### config.mk
export PLATFORM = sky130hd
export DESIGN_NAME = controlador_carga_filas
export DESIGN_NICKNAME = d
export VERILOG_FILES = /design/src/rtl/controlador_carga_filas.sv
export SDC_FILE = /design/constraint.sdc
export NUM_CORES = 1
export LEC_CHECK = 0
export BUFFER_PORTS_ARGS = -buffer_cell sky130_fd_sc_hd__buf_4
export CAP_MARGIN = 30
export CORE_ASPECT_RATIO = 0.5
export CORE_UTILIZATION = 55
export DETAILED_ROUTE_END_ITERATION = 8
export HOLD_SLACK_MARGIN = 0.02
export MAX_ROUTING_LAYER = met4
export PLACE_DENSITY = 0.78
export REMOVE_ABC_BUFFERS = 1
export SYNTH_ARGS = -nofsm -noshare
export SYNTH_HDL_FRONTEND = slang
export SYNTH_SLANG_ARGS = --single-unit
### constraint.sdc
create_clock -name clk -period 2.4 [get_ports clk]
set_input_delay 0.24 -clock clk [delete_from_list [all_inputs] [get_ports clk]]
set_output_delay 0.24 -clock clk [all_outputs]
set_load 0.02 [all_outputs]
### src/rtl/controlador_carga_filas.sv
// -----------------------------------------------------------------------------
// controlador_carga_filas
//
// Loads one image row from an external memory into one slot of a small
// window buffer (a set of NUM_FILAS row slots).  Each load request copies
// ANCHO_IMAGEN consecutive pixels, starting at the current source-row base
// address, into the slot selected by a rotating write pointer.  A separate
// request advances the source-row base by one image row.  A frame restart
// clears all progress.
//
// Parameters
//   ANCHO_PIXEL   pixel width in bits
//   ANCHO_IMAGEN  pixels per image row (>= 2)
//   NUM_FILAS     number of window row slots (slot index is 2 bits)
//   ANCHO_DIR     memory address width
//
// Ports
//   clk                    rising-edge clock
//   reset                  synchronous, active-high reset
//   iniciar_actualizacion  one-cycle request to load one row (idle only)
//   contar_fila            one-cycle request to advance the source row (idle only)
//   nuevo_cuadro           frame restart, acts in any state
//   dato_mem               memory read data, valid one cycle after leer_mem
//   leer_mem / dir_mem     memory read strobe and address
//   escribir_fila          window row write strobe
//   indice_fila            destination slot of the write
//   columna                destination column of the write
//   dato_fila              pixel being written
//   actualizacion_lista    one-cycle pulse at the end of a row load
//   filas_actualizadas     level: NUM_FILAS loads completed since frame start
//   ocupado                high whenever a load is in progress
// -----------------------------------------------------------------------------
module controlador_carga_filas #(
  parameter int ANCHO_PIXEL  = 8,
  parameter int ANCHO_IMAGEN = 64,
  parameter int NUM_FILAS    = 3,
  parameter int ANCHO_DIR    = 12
) (
  input  logic                   clk,
  input  logic                   reset,
  input  logic                   iniciar_actualizacion,
  input  logic                   contar_fila,
  input  logic                   nuevo_cuadro,
  input  logic [ANCHO_PIXEL-1:0] dato_mem,
  output logic                   leer_mem,
  output logic [ANCHO_DIR-1:0]   dir_mem,
  output logic                   escribir_fila,
  output logic [1:0]             indice_fila,
  output logic [ANCHO_DIR-1:0]   columna,
  output logic [ANCHO_PIXEL-1:0] dato_fila,
  output logic                   actualizacion_lista,
  output logic                   filas_actualizadas,
  output logic                   ocupado
);

  typedef enum logic [1:0] {
    E_REPOSO  = 2'd0,
    E_LECTURA = 2'd1,
    E_ESPERA  = 2'd2,
    E_FIN     = 2'd3
  } estado_t;

  // Load counter must be able to hold NUM_FILAS itself (saturation value).
  localparam int ANCHO_CUENTA = $clog2(NUM_FILAS + 1);

  localparam logic [ANCHO_DIR-1:0]    PASO_FILA        = ANCHO_DIR'(ANCHO_IMAGEN);
  localparam logic [ANCHO_DIR-1:0]    ULTIMA_COLUMNA   = ANCHO_DIR'(ANCHO_IMAGEN - 1);
  localparam logic [ANCHO_DIR-1:0]    UNO_DIR          = ANCHO_DIR'(1);
  localparam logic [1:0]              ULTIMO_SLOT      = 2'(NUM_FILAS - 1);
  localparam logic [ANCHO_CUENTA-1:0] CUENTA_LLENA     = ANCHO_CUENTA'(NUM_FILAS);
  localparam logic [ANCHO_CUENTA-1:0] CUENTA_PENULTIMA = ANCHO_CUENTA'(NUM_FILAS - 1);
  localparam logic [ANCHO_CUENTA-1:0] UNO_CUENTA       = ANCHO_CUENTA'(1);

  estado_t                 estado;
  logic [ANCHO_DIR-1:0]    base_fila;       // start address of the current source row
  logic [ANCHO_DIR-1:0]    fila_origen;     // base_fila frozen for the load in progress
  logic [ANCHO_DIR-1:0]    indice_lectura;  // column k of the read being issued
  logic [1:0]              slot;            // destination slot frozen for the load
  logic [1:0]              puntero;         // next slot to be written
  logic [ANCHO_CUENTA-1:0] cuenta_cargas;   // completed loads, saturating
  logic [ANCHO_PIXEL-1:0]  dato_fila_q;     // last pixel written, held between writes

  // Control path.  Priority: reset, then nuevo_cuadro, then normal operation.
  // NOTE: every register here is assigned with <= so all of them update from
  // the same pre-edge values; a blocking = would let later statements see
  // values already modified in this edge.
  always_ff @(posedge clk) begin
    if (reset) begin
      estado              <= E_REPOSO;
      base_fila           <= '0;
      fila_origen         <= '0;
      indice_lectura      <= '0;
      slot                <= '0;
      puntero             <= '0;
      cuenta_cargas       <= '0;
      leer_mem            <= 1'b0;
      dir_mem             <= '0;
      escribir_fila       <= 1'b0;
      indice_fila         <= '0;
      columna             <= '0;
      actualizacion_lista <= 1'b0;
      filas_actualizadas  <= 1'b0;
      ocupado             <= 1'b0;
    end else if (nuevo_cuadro) begin
      // Abort any load in flight; address/column outputs keep their last value.
      estado              <= E_REPOSO;
      base_fila           <= '0;
      puntero             <= '0;
      cuenta_cargas       <= '0;
      leer_mem            <= 1'b0;
      escribir_fila       <= 1'b0;
      actualizacion_lista <= 1'b0;
      filas_actualizadas  <= 1'b0;
      ocupado             <= 1'b0;
    end else begin
      case (estado)
        E_REPOSO: begin
          leer_mem            <= 1'b0;
          escribir_fila       <= 1'b0;
          actualizacion_lista <= 1'b0;
          // Both requests in one cycle: the load captures the pre-increment base.
          if (contar_fila) begin
            base_fila <= base_fila + PASO_FILA;
          end
          if (iniciar_actualizacion) begin
            fila_origen    <= base_fila;
            slot           <= puntero;
            indice_lectura <= '0;
            dir_mem        <= base_fila;
            leer_mem       <= 1'b1;
            ocupado        <= 1'b1;
            estado         <= E_LECTURA;
          end else begin
            ocupado <= 1'b0;
          end
        end

        E_LECTURA: begin
          // The write lags the read by one cycle: column k is written while
          // its memory data is on dato_mem.
          escribir_fila <= 1'b1;
          columna       <= indice_lectura;
          indice_fila   <= slot;
          if (indice_lectura == ULTIMA_COLUMNA) begin
            leer_mem <= 1'b0;
            estado   <= E_ESPERA;
          end else begin
            indice_lectura <= indice_lectura + UNO_DIR;
            dir_mem        <= fila_origen + indice_lectura + UNO_DIR;
            leer_mem       <= 1'b1;
          end
        end

        E_ESPERA: begin
          // Last write of the row happens during this state.
          escribir_fila       <= 1'b0;
          actualizacion_lista <= 1'b1;
          estado              <= E_FIN;
        end

        E_FIN: begin
          actualizacion_lista <= 1'b0;
          ocupado             <= 1'b0;
          estado              <= E_REPOSO;
          puntero             <= (puntero == ULTIMO_SLOT) ? 2'd0 : puntero + 2'd1;
          if (cuenta_cargas != CUENTA_LLENA) begin
            cuenta_cargas <= cuenta_cargas + UNO_CUENTA;
          end
          if (cuenta_cargas >= CUENTA_PENULTIMA) begin
            filas_actualizadas <= 1'b1;
          end
        end

        default: begin
          estado              <= E_REPOSO;
          leer_mem            <= 1'b0;
          escribir_fila       <= 1'b0;
          actualizacion_lista <= 1'b0;
          ocupado             <= 1'b0;
        end
      endcase
    end
  end

  // Memory data arrives one cycle after the read, i.e. exactly in the write
  // cycle, so it is passed straight through while writing and the last
  // written pixel is held otherwise.  Captured even on nuevo_cuadro so the
  // held value is the one last presented to the window buffer.
  always_ff @(posedge clk) begin
    if (reset) begin
      dato_fila_q <= '0;
    end else if (escribir_fila) begin
      dato_fila_q <= dato_mem;
    end
  end

  // NOTE: a continuous assign with both mux arms driven cannot infer a latch;
  // the hold behaviour comes from the dato_fila_q flop, not from the mux.
  assign dato_fila = escribir_fila ? dato_mem : dato_fila_q;

endmodule

==> results of run 1 <==
-- where the power goes --
group          internal (mW)  switching, mW
Sequential              1.09         0.0123
Clock                  0.637          0.415
Combinational         0.0698          0.105
-- cell families (layout without fill, tap and decap cells) --
kind of cell,Yosys count,count (layout)
buf+inv,28,78
mux,24,24
fa+ha+maj,15,15
xor+xnor,22,22
compound gates,60,60
simple gates,119,119
flops,65,65
-- worst min-delay path, stage by stage --
cell	delay (ns)
buf_4	0.12
a22oi_1	0.07
nor2_1	0.08
-- cells in the mapped netlist, types with 3 or more instances --
cell	instances	area, µm²
o21ai_0	4	20.0
ha_1	15	188
and3_1	5	31.3
o21ai_1	7	35.0
mux2_2	8	90.1
o211ai_2	3	37.5
clkbuf_1	9	33.8
mux2i_1	15	150
a211oi_1	3	22.5
dfxtp_1	65	1300
nor2_1	40	150
a21oi_1	25	125
nand4_1	4	25.0
xnor2_1	5	43.8
nand3_1	4	20.0
nand2_1	38	143
inv_1	7	26.3
and2_1	9	56.3
nand3b_1	4	30.0
and4_1	3	26.3
xor2_1	17	149
buf_4	7	52.6
-- sequential cells by signal (all words and copies together) (netlist names), 2 cells and up --
register,count
dato_fila_q,8
cuenta_cargas,2
puntero,2
columna,12
indice_lectura,6
slot,2
fila_origen,6
dir_mem,12
estado,2
base_fila,6
indice_fila,2
-- worst paths after layout --
| kind | to | slack (ns) | cells past startpoint |
|---|---|---|---|
| setup / recovery | indice_lectura[11]$_SDFFE_PP0P_ | 0.39 | 7 |
| hold / removal | ocupado$_SDFFE_PP0N_ | 0.19 | 3 |
| setup reg to reg | indice_lectura[11]$_SDFFE_PP0P_ | 0.39 | 7 |
| hold reg to reg | columna[10]$_SDFFE_PP0P_ | 0.46 | 2 |
-- cell usage in the layout, fill, tap and decap left out, types with 3 or more instances in the layout --
cell	n
a211oi_1	3
a21oi_1	25
and2_1	9
and3_1	5
and4_1	3
buf_4	55
clkbuf_8	11
dfxtp_1	65
ha_1	15
inv_1	7
mux2_2	8
mux2i_1	15
nand2_1	38
nand3_1	4
nand3b_1	4
nand4_1	4
nor2_1	40
o211ai_2	3
o21ai_0	4
o21ai_1	7
xnor2_1	5
xor2_1	17
-- cell type report --
type / count / area (µm²)
timing repair buffer: 55 / 413
clock buffer: 11 / 151
fill: 401 / 1460
multi-input combinational: 240 / 1610
inverter: 7 / 26.3
sequential: 65 / 1300
clock inverter: 5 / 77.6
tap: 70 / 87.6
-- per-stage QoR --
step                setup WS (ns)  utilization (%)  total power [mW]  instance area [µm²]
floorplan                   0.445                -              1.23                 2940
global route                0.222             71.5              2.42                 3670
finish                      0.388             71.5              2.33                 3670
CTS                         0.377             71.5              2.35                 3670
detailed placement          0.416             67.0              1.30                 3440
global placement            0.519             67.0              1.30                 3440
-- metal layers --
metal / routed length [µm] / track usage (%)
met1: 3210 / 29.8
met2: 2950 / 40.3
met3: 373 / 9.52
met4: 52 / 7.08
met5: 0 / -
==> results.sh, run 1 <==
export IMPL_synth_main_ff_cell="dfxtp_1"
export IMPL_grt_pass1_vias=2198
export IMPL_critPathRequiredTime_ns=2.62
export IMPL_p_leak_nw=1.56
export IMPL_holdBufCountCts=0
export IMPL_track_usage_pct=25.0
export IMPL_routabilityCongestion=0.843
export IMPL_antenna_cells=0
export IMPL_hold_viol_final=0
export IMPL_critPathSlowestCell="dfxtp_1"
export IMPL_yosys_warnings=0
export IMPL_power_density_nw_per_um2=635
export IMPL_critical_path_class="reg2reg"
export IMPL_timing_rr_start="estado[0]$_SDFFE_PP0P_"
export IMPL_path_cells="inv_1 -> ha_1 -> mux2i_2 -> nor4_2 -> nand3_1 -> xor2_1 -> nor2_1"
export IMPL_maxCapViolCount=0
export IMPL_clockBufferDepth=2
export IMPL_drt_first_pass_iters=4
export IMPL_setup_tns_ns=0
export IMPL_synth_fa_ha_area_share_pct=6.14
export IMPL_drv_slew=0
export IMPL_dieHeight_um=54.7
export IMPL_ir_drop_mv=0.433
export IMPL_setup_viol=0
export IMPL_slew_headroom_pct=63.6
export IMPL_period_needed_ns=2.01
export IMPL_crit_path_end_kind="flop"
export IMPL_synthArstFlopShare_pct=0
export IMPL_grt_pass1_wl_mm=10.5
export IMPL_initial_core_util_pct=59.5
export IMPL_dieArea_um2=5880
export IMPL_die_x_um=107
export IMPL_synth_edf_count=0
export IMPL_hpwl_mm=4.65
export IMPL_rsz0062_at_grt="no"
export IMPL_crit_family="simple AND/OR/NAND/NOR gates"
export IMPL_cp_max_fo=7
export IMPL_syn_instance_count=333
export IMPL_max_freq_ghz=0.497
export IMPL_antenna_found_initial=0
export IMPL_insertion_delay_ns=0.35
export IMPL_vias=2408
export IMPL_nNetsFinal=406
export IMPL_synthSimpleGateAreaFrac_pct=19.3
export IMPL_drc_errors=0
export IMPL_rows=18
export IMPL_ys_seq_area_share_pct=42.6
export IMPL_post_route_period_util_pct=83.8
export IMPL_arrival_ns=2.23
export IMPL_pin_count=52
export IMPL_wl_per_cell_um=14.5
export IMPL_synth_seq_cells=65
export IMPL_ant_nets=0
export IMPL_cts_tree="built"
export IMPL_drt_total_wl_mm=6.58
export IMPL_hold_class="in2reg"
export IMPL_area_growth_pct=20.1
export IMPL_whs_ns=0.193
export IMPL_crit_path_start="estado[0]$_SDFFE_PP0P_"
export IMPL_dpl_cell_count=437
export IMPL_core_um2=5130
export IMPL_port_buffers=51
export IMPL_cts_resized=0
export IMPL_synth_area_per_cell_um2=9.18
export IMPL_grt_ovfl_total=0
export IMPL_avgViaCountPerCell=5.32
export IMPL_cts_htree_levels=3
export IMPL_muxShareOfSynthArea_pct=8.31
export IMPL_hp_start="iniciar_actualizacion"
export IMPL_cts_clk_slew_worst_paths_ns=0.06
export IMPL_cp_slowest_stage_delay_ns=0.44
export IMPL_synth_cell_types=48
export IMPL_synth_xor_area_share_pct=6.30
export IMPL_skew_ns=0.00953
export IMPL_synth_top_family_by_area="simple AND/OR/NAND/NOR gates"
export IMPL_tightest_slew_ns=0.546
export IMPL_cts_setup_buffers=0
export IMPL_drtIter0Drc=106
export IMPL_synth_compound_area_share_pct=12.7
export IMPL_drive_gt1_share_pct=24.5
export IMPL_worst_path_buf_inv=1
export IMPL_cts_root_buf="clkbuf_8"
export IMPL_numCtsBuffers=9
export IMPL_cts_sinks=65
export IMPL_synth_area_um2=3060
export IMPL_grt_max_degree=29
export IMPL_cp_start_kind="flop"
export IMPL_status="finished, final reports clean"
export IMPL_finalNonFillerCells=453
No activity file was read; power rests on OpenSTA's default activity.
==> run 2: changes to the inputs <==
--- a/config.mk
+++ b/config.mk
@@ -8,11 +8,11 @@
 export BUFFER_PORTS_ARGS = -buffer_cell sky130_fd_sc_hd__buf_4
 export CAP_MARGIN = 30
 export CORE_ASPECT_RATIO = 0.5
-export CORE_UTILIZATION = 55
+export CORE_UTILIZATION = 50
 export DETAILED_ROUTE_END_ITERATION = 8
 export HOLD_SLACK_MARGIN = 0.02
 export MAX_ROUTING_LAYER = met4
-export PLACE_DENSITY = 0.78
+export PLACE_DENSITY = 0.75
 export REMOVE_ABC_BUFFERS = 1
 export SYNTH_ARGS = -nofsm -noshare
 export SYNTH_HDL_FRONTEND = slang
==> constraint.sdc (replaced) <==
create_clock -name clk -period 1.7 [get_ports clk]
set_input_delay 0.17 -clock clk [delete_from_list [all_inputs] [get_ports clk]]
set_output_delay 0.17 -clock clk [all_outputs]
set_load 0.02 [all_outputs]
==> run 2 against run 1 <==
Clock-buffer cell count grew 3. First-iteration DRC count fell by 0.94%. Critical path depth increased by 1. Critical endpoint is now dir_mem[4]$_SDFFE_PP0P_. Combinational power increased by 77%. Worst hold slack lost 0.096 ns. Final cell count is 5.7% higher. Sequential cell count did not move.
==> results.sh, run 2 (synthesis gave the netlist of run 1 again) <==
export IMPL_setup_ws_ns=0.0329
export IMPL_post_route_period_util_pct=98.1
export IMPL_whs_ns=0.0972
export IMPL_tightest_slew_ns=0.329
export IMPL_p_seq_share_pct=43.0
export IMPL_netSwitchingFraction_pct=22.3
export IMPL_arrival_ns=1.87
export IMPL_dieHeight_um=57.3
export IMPL_cts_sinks=65
export IMPL_intPower_mw=2.82
export IMPL_grt_ovfl_total=0
export IMPL_rows=19
export IMPL_numCtsBuffers=9
export IMPL_final_util_pct=70.9
export IMPL_insertion_delay_ns=0.33
export IMPL_area_growth_pct=31.8
export IMPL_port_buffers=51
export IMPL_cp_start_kind="flop"
export IMPL_grt_pass1_wl_mm=11.2
export IMPL_reg_largest_list="columna x12, dir_mem x12, dato_fila_q x8"
export IMPL_wl_per_cell_um=14.5
export IMPL_die_x_um=113
export IMPL_grt_pass1_vias=2415
export IMPL_track_usage_pct=23.8
export IMPL_drc_errors=0
export IMPL_register_area_um2=1310
export IMPL_final_cell_mix="75 x buf_4, 61 x dfxtp_1, 40 x nor2_1"
export IMPL_hold_class="in2reg"
export IMPL_cp_max_fo=8
export IMPL_drv_slew=0
export IMPL_drt_total_wl_mm=6.97
export IMPL_p_clk_share_pct=48.5
export IMPL_crit_path_end_kind="flop"
export IMPL_initial_core_util_pct=53.8
export IMPL_p_leak_nw=1.74
export IMPL_clockBufferDepth=2
export IMPL_ant_nets=0
export IMPL_final_common_cell="buf_4"
export IMPL_drtIter0Drc=105
export IMPL_cts_root_buf="clkbuf_16"
export IMPL_critPathRequiredTime_ns=1.91
export IMPL_critical_path_class="reg2reg"
export IMPL_antenna_found_initial=0
export IMPL_cts_tree="built"
export IMPL_grt_max_degree=20
export IMPL_nNetsFinal=429
export IMPL_holdBufCountCts=0
export IMPL_setup_viol=0
export IMPL_power_density_nw_per_um2=902
export IMPL_hold_viol_final=0
export IMPL_multi_input_area_um2=1690
export IMPL_slew_headroom_pct=77.6
export IMPL_max_freq_ghz=0.600
export IMPL_hpwl_mm=4.99
export IMPL_drt_first_pass_iters=4
export IMPL_drive_gt1_share_pct=31.0
export IMPL_dieArea_um2=6450
export IMPL_cts_htree_levels=3
export IMPL_routabilityCongestion=0.859
export IMPL_switchingPower_uw=809
export IMPL_pin_count=52
export IMPL_pwr_share_comb_pct=8.5
export IMPL_fillerInstances=427
export IMPL_place_ws_ns=-0.00981
export IMPL_antenna_cells=0
export IMPL_period_needed_ns=1.67
export IMPL_status="finished, final reports clean"
export IMPL_vias=2606
export IMPL_skew_ns=0.00566
export IMPL_core_um2=5680
export IMPL_ir_drop_mv=0.785
export IMPL_avgViaCountPerCell=5.44
export IMPL_cts_clk_slew_worst_paths_ns=0.05
export IMPL_maxCapViolCount=0
run 2: changes by cell type in the layout (fill, tap and decap cells not counted), sizes merged:
| cell | before | now |
|---|---|---|
| inv | 7 | 6 |
| bufinv | 2 | 0 |
| buf | 55 | 78 |
| clkbuf | 11 | 14 |
run 2: routing by layer:
metal	up-vias	wire, µm	global-route usage, %
met5	-	0	-
met4	0	89	10.3
met3	11	535	8.61
met2	80	3200	36.2
met1	1236	3140	28.7
li1	1279	-	-
run 2: layout make-up:
type	count	share of cell area [%]
Timing Repair Buffer	78	15.2
Multi-Input combinational cell	240	42.0
Sequential cell	65	32.4
Clock buffer	14	7.05
Clock inverter	2	0.248
Inverter	7	0.745
Tap cell	73	2.27
run 2: path summary, 6_finish.rpt:
path,end,cells past startpoint,startpoint,slack [ns]
worst max-delay path,dir_mem[4]$_SDFFE_PP0P_,8,estado[0]$_SDFFE_PP0P_,0.03
worst min register to register,indice_fila[0]$_SDFFE_PP0P_,2,indice_fila[0]$_SDFFE_PP0P_,0.45
worst min-delay path,dir_mem[6]$_SDFFE_PP0P_,2,reset,0.1
worst max register to register,dir_mem[4]$_SDFFE_PP0P_,8,estado[0]$_SDFFE_PP0P_,0.03
run 2: worst max-delay path, cell delays in order (launching register included):
cell      delay [ns]
dfxtp_2         0.31
inv_1           0.11
ha_4            0.17
mux2i_4         0.36
nor2_4          0.13
buf_4           0.17
o211ai_2        0.07
xor2_1          0.16
nor2_1          0.05
run 2: metrics by stage:
stage	instances	power, mW	cell area [µm²]	TNS (ns)
6_report	479	3.63	4030	0
5_1_grt	479	3.76	4030	-0.0571
4_1_cts	476	3.63	3930	-0.0220
3_5_place_dp	459	1.86	3600	-0.0191
3_3_place_gp	459	1.85	3600	0
2_1_floorplan	312	1.74	2940	-4.19
run 2: power by group through the flow:
stage / logic, mW / clock network [mW] / registers (mW)
floorplan: 0.134 / 0 / 1.60
global placement: 0.260 / 0 / 1.59
detailed placement: 0.269 / 0 / 1.59
CTS: 0.282 / 1.79 / 1.56
global route: 0.333 / 1.86 / 1.56
finish: 0.309 / 1.76 / 1.56
run 2: repair_timing:
action | in CTS | in global routing
endpoints found under the setup margin | 14 | 33
pin swaps | 1 | 3
buffers inserted | 1 | 3
gates resized for setup | 4 | 15
